### src/rtl/alu_muldiv_sequencer_pkg.sv
// Shared constants for the multi-cycle multiply/divide sequencer: ALU opcodes,
// request op codes and FSM state encoding.
package alu_muldiv_sequencer_pkg;

   localparam logic [2:0] ALU_AND = 3'd0;
   localparam logic [2:0] ALU_OR  = 3'd1;
   localparam logic [2:0] ALU_ADD = 3'd2;
   localparam logic [2:0] ALU_SUB = 3'd3;
   localparam logic [2:0] ALU_SL  = 3'd4;
   localparam logic [2:0] ALU_SRL = 3'd5;
   localparam logic [2:0] ALU_SRA = 3'd6;
   localparam logic [2:0] ALU_SLT = 3'd7;

   localparam logic OP_MUL  = 1'b0;
   localparam logic OP_DIVU = 1'b1;

   localparam logic [1:0] ST_IDLE     = 2'd0;
   localparam logic [1:0] ST_MUL_ITER = 2'd1;
   localparam logic [1:0] ST_DIV_ITER = 2'd2;
   localparam logic [1:0] ST_DONE     = 2'd3;

endpackage

### src/rtl/alu_muldiv_sequencer.sv
// Unsigned shift-add multiply / restoring divide sequencer that borrows the shared
// ALU for one add or subtract per cycle while busy.
module alu_muldiv_sequencer
   import alu_muldiv_sequencer_pkg::*;
#(
   parameter int unsigned WIDTH = 16
) (
   input  logic             clock,
   input  logic             reset_n,
   input  logic             start,
   input  logic             op,
   input  logic [WIDTH-1:0] operand_a,
   input  logic [WIDTH-1:0] operand_b,
   output logic             busy,
   output logic             done,
   output logic             div_by_zero,
   output logic [WIDTH-1:0] result_hi,
   output logic [WIDTH-1:0] result_lo,
   output logic [WIDTH-1:0] alu_in1,
   output logic [WIDTH-1:0] alu_in2,
   output logic [2:0]       alu_control,
   input  logic [WIDTH-1:0] alu_result
);

   localparam int unsigned CntW = $clog2(WIDTH) + 1;

   logic [1:0]       state_q, state_d;
   logic [CntW-1:0]  cnt_q, cnt_d;
   // work_hi: MUL accumulator high half / DIVU remainder
   // work_lo: MUL multiplier+product low half / DIVU quotient
   // opnd:    MUL multiplicand / DIVU divisor
   logic [WIDTH-1:0] work_hi_q, work_hi_d;
   logic [WIDTH-1:0] work_lo_q, work_lo_d;
   logic [WIDTH-1:0] opnd_q, opnd_d;
   logic [WIDTH-1:0] res_hi_q, res_hi_d;
   logic [WIDTH-1:0] res_lo_q, res_lo_d;
   logic             dbz_q, dbz_d;

   logic [WIDTH-1:0] mul_sum;
   logic             mul_carry;
   logic [WIDTH:0]   div_shift;
   logic             div_take;
   logic             last_iter;

   // ALU ownership: driven only while iterating, parked at AND/zero otherwise.
   always_comb begin
      alu_in1     = '0;
      alu_in2     = '0;
      alu_control = ALU_AND;
      if (state_q == ST_MUL_ITER) begin
         alu_in1     = work_hi_q;
         alu_in2     = opnd_q;
         alu_control = ALU_ADD;
      end else if (state_q == ST_DIV_ITER) begin
         alu_in1     = div_shift[WIDTH-1:0];
         alu_in2     = opnd_q;
         alu_control = ALU_SUB;
      end
   end

   always_comb begin
      // The ALU result is modulo 2^WIDTH, so carry comes from a local compare.
      mul_sum   = work_lo_q[0] ? alu_result : work_hi_q;
      mul_carry = work_lo_q[0] & (alu_result < work_hi_q);
      div_shift = {work_hi_q, work_lo_q[WIDTH-1]};
      div_take  = div_shift[WIDTH] | (div_shift[WIDTH-1:0] >= opnd_q);
      last_iter = (cnt_q == CntW'(1));

      state_d   = state_q;
      cnt_d     = cnt_q;
      work_hi_d = work_hi_q;
      work_lo_d = work_lo_q;
      opnd_d    = opnd_q;
      res_hi_d  = res_hi_q;
      res_lo_d  = res_lo_q;
      dbz_d     = dbz_q;

      case (state_q)
         ST_IDLE, ST_DONE: begin
            state_d = ST_IDLE;
            if (start) begin
               cnt_d     = CntW'(WIDTH);
               work_hi_d = '0;
               dbz_d     = 1'b0;
               if (op == OP_MUL) begin
                  work_lo_d = operand_b;
                  opnd_d    = operand_a;
                  state_d   = ST_MUL_ITER;
               end else if (operand_b == '0) begin
                  res_hi_d = operand_a;
                  res_lo_d = '1;
                  dbz_d    = 1'b1;
                  state_d  = ST_DONE;
               end else begin
                  work_lo_d = operand_a;
                  opnd_d    = operand_b;
                  state_d   = ST_DIV_ITER;
               end
            end
         end
         ST_MUL_ITER: begin
            work_hi_d = {mul_carry, mul_sum[WIDTH-1:1]};
            work_lo_d = {mul_sum[0], work_lo_q[WIDTH-1:1]};
            cnt_d     = cnt_q - CntW'(1);
            if (last_iter) begin
               res_hi_d = work_hi_d;
               res_lo_d = work_lo_d;
               state_d  = ST_DONE;
            end
         end
         ST_DIV_ITER: begin
            work_hi_d = div_take ? alu_result : div_shift[WIDTH-1:0];
            work_lo_d = {work_lo_q[WIDTH-2:0], div_take};
            cnt_d     = cnt_q - CntW'(1);
            if (last_iter) begin
               res_hi_d = work_hi_d;
               res_lo_d = work_lo_d;
               state_d  = ST_DONE;
            end
         end
         default: state_d = ST_IDLE;
      endcase
   end

   always_ff @(posedge clock or negedge reset_n) begin
      if (!reset_n) begin
         state_q   <= ST_IDLE;
         cnt_q     <= '0;
         work_hi_q <= '0;
         work_lo_q <= '0;
         opnd_q    <= '0;
         res_hi_q  <= '0;
         res_lo_q  <= '0;
         dbz_q     <= 1'b0;
      end else begin
         state_q   <= state_d;
         cnt_q     <= cnt_d;
         work_hi_q <= work_hi_d;
         work_lo_q <= work_lo_d;
         opnd_q    <= opnd_d;
         res_hi_q  <= res_hi_d;
         res_lo_q  <= res_lo_d;
         dbz_q     <= dbz_d;
      end
   end

   assign busy        = (state_q == ST_MUL_ITER) || (state_q == ST_DIV_ITER);
   assign done        = (state_q == ST_DONE);
   assign div_by_zero = dbz_q;
   assign result_hi   = res_hi_q;
   assign result_lo   = res_lo_q;

endmodule
### config.mk
export PLATFORM = sky130hd
export DESIGN_NAME = alu_muldiv_sequencer
export DESIGN_NICKNAME = d
export VERILOG_FILES = /design/src/rtl/alu_muldiv_sequencer_pkg.sv /design/src/rtl/alu_muldiv_sequencer.sv
export SDC_FILE = /design/constraint.sdc
export NUM_CORES = 1
export LEC_CHECK = 0
export ABC_AREA = 1
export CORE_UTILIZATION = 45
export CTS_CLUSTER_DIAMETER = 120
export CTS_CLUSTER_SIZE = 14
export DETAILED_ROUTE_END_ITERATION = 12
export GPL_ROUTABILITY_DRIVEN = 0
export PLACE_DENSITY = 0.75
export RECOVER_POWER = 100
export REMOVE_ABC_BUFFERS = 1
export SETUP_SLACK_MARGIN = 0.3
export SLEW_MARGIN = 20
export SYNTH_ARGS = -nofsm -noshare
export SYNTH_HDL_FRONTEND = slang
export SYNTH_SLANG_ARGS = --single-unit
### constraint.sdc
create_clock -name clock -period 1.86 [get_ports clock]
set_input_delay 0.372 -clock clock [delete_from_list [all_inputs] [get_ports clock]]
set_output_delay 0.372 -clock clock [all_outputs]
set_load 0.01 [all_outputs]
### Word level (Yosys, flattened, before mapping)

Index checks and enable logic that the tools add are counted.

| word-level totals | value |
|---|---|
| bits in registers | 88 |
| word-level logic and storage cells | 71 |

| operators by class | value |
|---|---|
| equality and inequality tests | 12 |
| muxes and demuxes | 37 |
| magnitude comparators | 2 |
| add/sub/neg operators | 1 |
| bitwise gates (word level) | 2 |
| reductions and logical operators | 9 |

Operator list:

| cell | number |
|---|---|
| $mux 16 | 22 |
| $pmux 16 s3 | 4 |
| $ge 16x16->1 | 1 |
| $logic_not 16->1 | 1 |
| $lt 16x16->1 | 1 |
| $ne 2x2->1 const B | 6 |
| $mux 2 | 5 |
| $pmux 5 s2 | 1 |
| $eq 5x1->1 const B | 1 |
| $mux 5 | 1 |
| $reduce_and 5->1 | 1 |
| $sub 5x1->5 const B | 1 |
| $eq 2x2->1 const B | 2 |
| $pmux 2 s2 | 1 |
| $reduce_and 2->1 | 2 |
| $reduce_or 2->1 | 2 |
| $mux 1 | 3 |
| $ne 3x3->1 const B | 1 |
| $reduce_and 3->1 | 1 |
| $eq 2x1->1 const B | 1 |
| $logic_not 2->1 | 1 |
| $ne 2x1->1 const B | 1 |
| $and 1x1->1 | 1 |
| $logic_or 1x1->1 | 1 |
| $or 1x1->1 | 1 |

### Depth between registers and ports, before layout

| depth | value |
|---|---|
| depth after elaboration | 5 |
| depth in mapped cells | 17 |
| mapped depth without buffers | 16 |

### Worst setup path before layout

No wires, ideal clock.

| timing path | value |
|---|---|
| path type | register to output |
| start | reg state_q[0] |
| end | out alu_in1[10] |
| required time | 1.488 ns |
| arrival | 1.480 ns |
| path buffers | 2 |
| cell stages (with the launch flop) | 7 |
| setup slack | 0.008 ns |
| path through | dfrtp_1 ha_1 buf_2 inv_1 nand2_1 clkbuf_1 o21ai_0 |

| on the way | value |
|---|---|
| longest elaborated chain between the ends | 3 |
| elaborated cells on any way between the ends | 4 |
| classes of those cells | 2 x eq/ne; 2 x mux |

Ends and longest elaborated chain:

| what | RTL line | text |
|---|---|---|
| start, declared | alu_muldiv_sequencer.sv:27 | `logic [1:0] state_q, state_d;` |
| start signal, assigned | alu_muldiv_sequencer.sv:136 | `state_q <= state_d;` |
| $eq 2x2->1 | alu_muldiv_sequencer.sv:54 | `end else if (state_q == ST_DIV_ITER) begin` |
| $mux 16 | alu_muldiv_sequencer.sv:54 |  |
| $mux 16 * | alu_muldiv_sequencer.sv:50 | `if (state_q == ST_MUL_ITER) begin` |
| end, declared | alu_muldiv_sequencer.sv:19 | `output logic [WIDTH-1:0] alu_in1,` |

Every way passes the cells marked *; elsewhere a longest branch is shown, timed or not.

### Worst setup path in the final report

| timing path | value |
|---|---|
| start | reg work_hi_q[1] |
| end | reg res_hi_q[10], in the netlist result_hi[10] |

| on the way | value |
|---|---|
| longest elaborated chain between the ends | 5 |

Ends and longest elaborated chain:

| what | RTL line | text |
|---|---|---|
| start, declared | alu_muldiv_sequencer.sv:32 | `logic [WIDTH-1:0] work_hi_q, work_hi_d;` |
| start signal, assigned | alu_muldiv_sequencer.sv:138 | `work_hi_q <= work_hi_d;` |
| $ge 16x16->1 | alu_muldiv_sequencer.sv:66 | `div_take = div_shift[WIDTH] \| (div_shift[WIDTH-1:0] >= opnd_q);` |
| $or 1x1->1 | alu_muldiv_sequencer.sv:66 |  |
| $mux 16 | alu_muldiv_sequencer.sv:112 | `work_hi_d = div_take ? alu_result : div_shift[WIDTH-1:0];` |
| $mux 16 | alu_muldiv_sequencer.sv:115 | `if (last_iter) begin` |
| $pmux 16 s3 | alu_muldiv_sequencer.sv:78 | `case (state_q)` |
| end signal, assigned | alu_muldiv_sequencer.sv:141 | `res_hi_q <= res_hi_d;` |
| end, declared | alu_muldiv_sequencer.sv:35 | `logic [WIDTH-1:0] res_hi_q, res_hi_d;` |

Every way passes these cells. The select of a mux whose other input is x is not followed.
A chain may end at the register's enable or synchronous reset.

==> out/results.ini <==
[die]
ios=122
die_y_um=115.7
core_area_um2=12620
die_w_um=115.7
initial_core_util_pct=46.07
dieArea_um2=13380
rows=41

[sta]
max_freq_mhz=463.6
fin_ws_ns=-0.2968
maxSlewHeadroom_pct=54.72
tightest_slew_ns=0.6792
slew_violations=0
finClkSkew_ns=0.01271
finalCritPeriodShare_pct=116.0
rsz0062_at_grt=true
period_needed_ns=2.157
setup_viol_count_final=83
hold_viol=0

[logic_synthesis]
yosysTopAreaCellShare_pct=37.87
ys_seq_area_share_pct=37.87
synthTopCellsByArea=dfrtp_1 (38%), nand2_1 (14%), ha_1 (7.7%)
netlist_area_um2=5814
syn-mean-instance-area_um2=7.341
synth.distinct_cells=34
yosysWarnings=0
synthCells=792
ys_seq_elements=88
yosysTopAreaCell=dfrtp_1

[clocking]
cts-htree-levels=3
cts.clk_slew.worst_paths_ns=0.07
tritoncts=done
cts_buffer_depth=2
cts_made_buffers=9
clock_latency_ns=0.36
ctsRootBufferMaster=clkbuf_16
cts.sinks=88

[power]
peakVddDrop_mv=1.105
p_leak_nw=4.999
powerDensity_nw_per_um2=2218

[route]
drtIter0Drc=1062
avgViaCountPerCell=6.145
drc=0
ant_nets=0
vias=7509
first_pass_iters=6
routedWlPerCell_um=22.49
wl_um=27480

[grt]
grtUsageMet3_pct=7.427
use_met1_pct=44.21
grtUsageMet2_pct=58.40
grt_max_degree=48
grt_pass1_vias=6982
track_usage_pct=35.66
grt-ovfl-total=0
top_usage_layer=met2
antenna_found_initial=0
grt_pass1_wl_um=35930

[layout]
num-nets-final=1133
final_common_cell=nand2_1
final_cell_mix=nand2_1 (166), buf_4 (101), dfrtp_1 (87)
diodes=0
final_cells=1222
drive_gt1_share_pct=42.10
fill_cells=705
syn_to_final_growth_pct=72.80

[hold_path]
hold_path_depth=2
hold_end=result_lo[3]
hp-start=result_lo[3]
hold_path.class=flip-flop to flip-flop

[worst_setup_path]
worstPathArrival_ns=2.43
path_common_cell=nand2_2
cpPeakStageDelay_ns=0.43
crit_buf_inv=2
slowest_stage=dfrtp_1
r2r_setup_slack_ns=-0.30
worstSetupPathDepth=14
worstRegToRegCells=14
startpoint_type=flip-flop
crit_family=simple AND/OR/NAND/NOR gates
r2r_start=work_hi_q[1]
crit_path_end_kind=flip-flop
cp_cell_sequence=ha_4, nand2_1, inv_1, nand2_2, nand2_2, nand2_1, nand2_2, nand2_8, buf_12, nand3_4, nand3_2, nand2_2, nand2_4, a21oi_2
worstPathRequired_ns=2.14
cp_max_fo=8
path_class=flip-flop to flip-flop
timing.rr.end=result_hi[10]

[place]
dpl_worst_slack_ns=-0.3932
io_buffers=120
placed_cells=1145
dp_hpwl_um=13620

[run_status]
status=complete, but fails checks
violations=setup timing

[flow_run]
drv_cap=0

==> synth_stat cells (all sizes together) <==
library cell and n:
inv 97, nor4 1, conb 1, nor2 50, clkbuf 26, a221o 8
nand3b 1, nand2 225, a21oi 54, o21bai 1, o22ai 1, nand3 57
or2 1, dfrtp 88, buf 18, nor3 1, ha 36, o211ai 32
nand4 6, clkinv 1, a31oi 3, o21ai 84
==> layer usage <==
metal	vias to the layer above	part of all wire (%)
met5	-	0
li1	3142	-
met4	0	7.3
met2	676	46
met3	214	11
met1	3477	36
==> registers in the layout, indices dropped and copies added (netlist names) <==
| register | cells |
|---|---|
| result_hi | 16 |
| work_hi_q | 16 |
| result_lo | 16 |
| opnd_q | 16 |
| work_lo_q | 16 |
| div_by_zero | 1 |
| cnt_q | 5 |
| state_q | 2 |
==> power by group <==
part	switching, W	leakage (nW)	internal (W)
Clock	0.000830	0.152	0.00121
Combinational	0.00903	3.77	0.00767
Sequential	0.000686	1.08	0.00286
==> final cells by class <==
type | count | area [um2] | share of cell area (%)
Clock buffer | 11 | 242.7 | 2.416
Clock inverter | 5 | 80.08 | 0.7970
Inverter | 98 | 420.4 | 4.184
Multi-Input combinational cell | 566 | 3988 | 39.69
Sequential cell | 88 | 2203 | 21.93
Tap cell | 172 | 215.2 | 2.142
Timing Repair Buffer | 282 | 2898 | 28.84
==> kinds of logic after synthesis <==
group	share of synthesized area (%)
AND/OR/NAND/NOR	24.30
flip-flops	37.87
AO/OA/AOI/OAI	18.72
other	0.06450
buffers and inverters	11.30
adder cells (fa/ha/maj)	7.747
==> per-stage QoR <==
| stage | utilization, % | power (W) | cell area, um2 | hold slack [ns] | TNS [ns] |
|---|---|---|---|---|---|
| floorplan | - | 0.008466 | 5525 | 0.07641 | -95.82 |
| global placement | 61.99 | 0.01293 | 7823 | 0.2997 | -22.94 |
| detailed placement | 61.99 | 0.01317 | 7823 | 0.3006 | -25.70 |
| CTS | 73.80 | 0.01884 | 9313 | 0.4746 | -6.555 |
| global route | 79.62 | 0.02315 | 10050 | 0.4935 | -20.15 |
| finish | 79.62 | 0.02229 | 10050 | 0.4780 | -14.84 |
==> worst min-delay path, delay by kind of cell (launching register included) <==
family / cells / cell delay (ns)
DFF: 1 / 0.34
and+or+nand+nor: 2 / 0.10
==> worst max path at each step <==
stage | to | slack, ns | start
6_report | result_hi[10] | -0.30 | work_hi_q[1]
5_1_grt | result_hi[15] | -0.38 | work_hi_q[4]
4_1_cts | alu_in2[9] | -0.17 | state_q[0]
3_5_place_dp | alu_in1[11] | -0.39 | state_q[0]
3_3_place_gp | alu_in1[11] | -0.36 | state_q[0]
2_1_floorplan | result_hi[10] | -1.52 | state_q[0]
==> repair_timing <==
action / 4_1_cts / 5_1_grt
endpoints found under the hold margin: 21 / 0
endpoints found under the setup margin: 155 / 124
setup buffers: 34 / 6
hold buffers: 1 / 0
resized for setup: 445 / 144
pin swaps: 67 / 49
gates cloned: 13 / 7
Power figures use the tool's default switching activity.
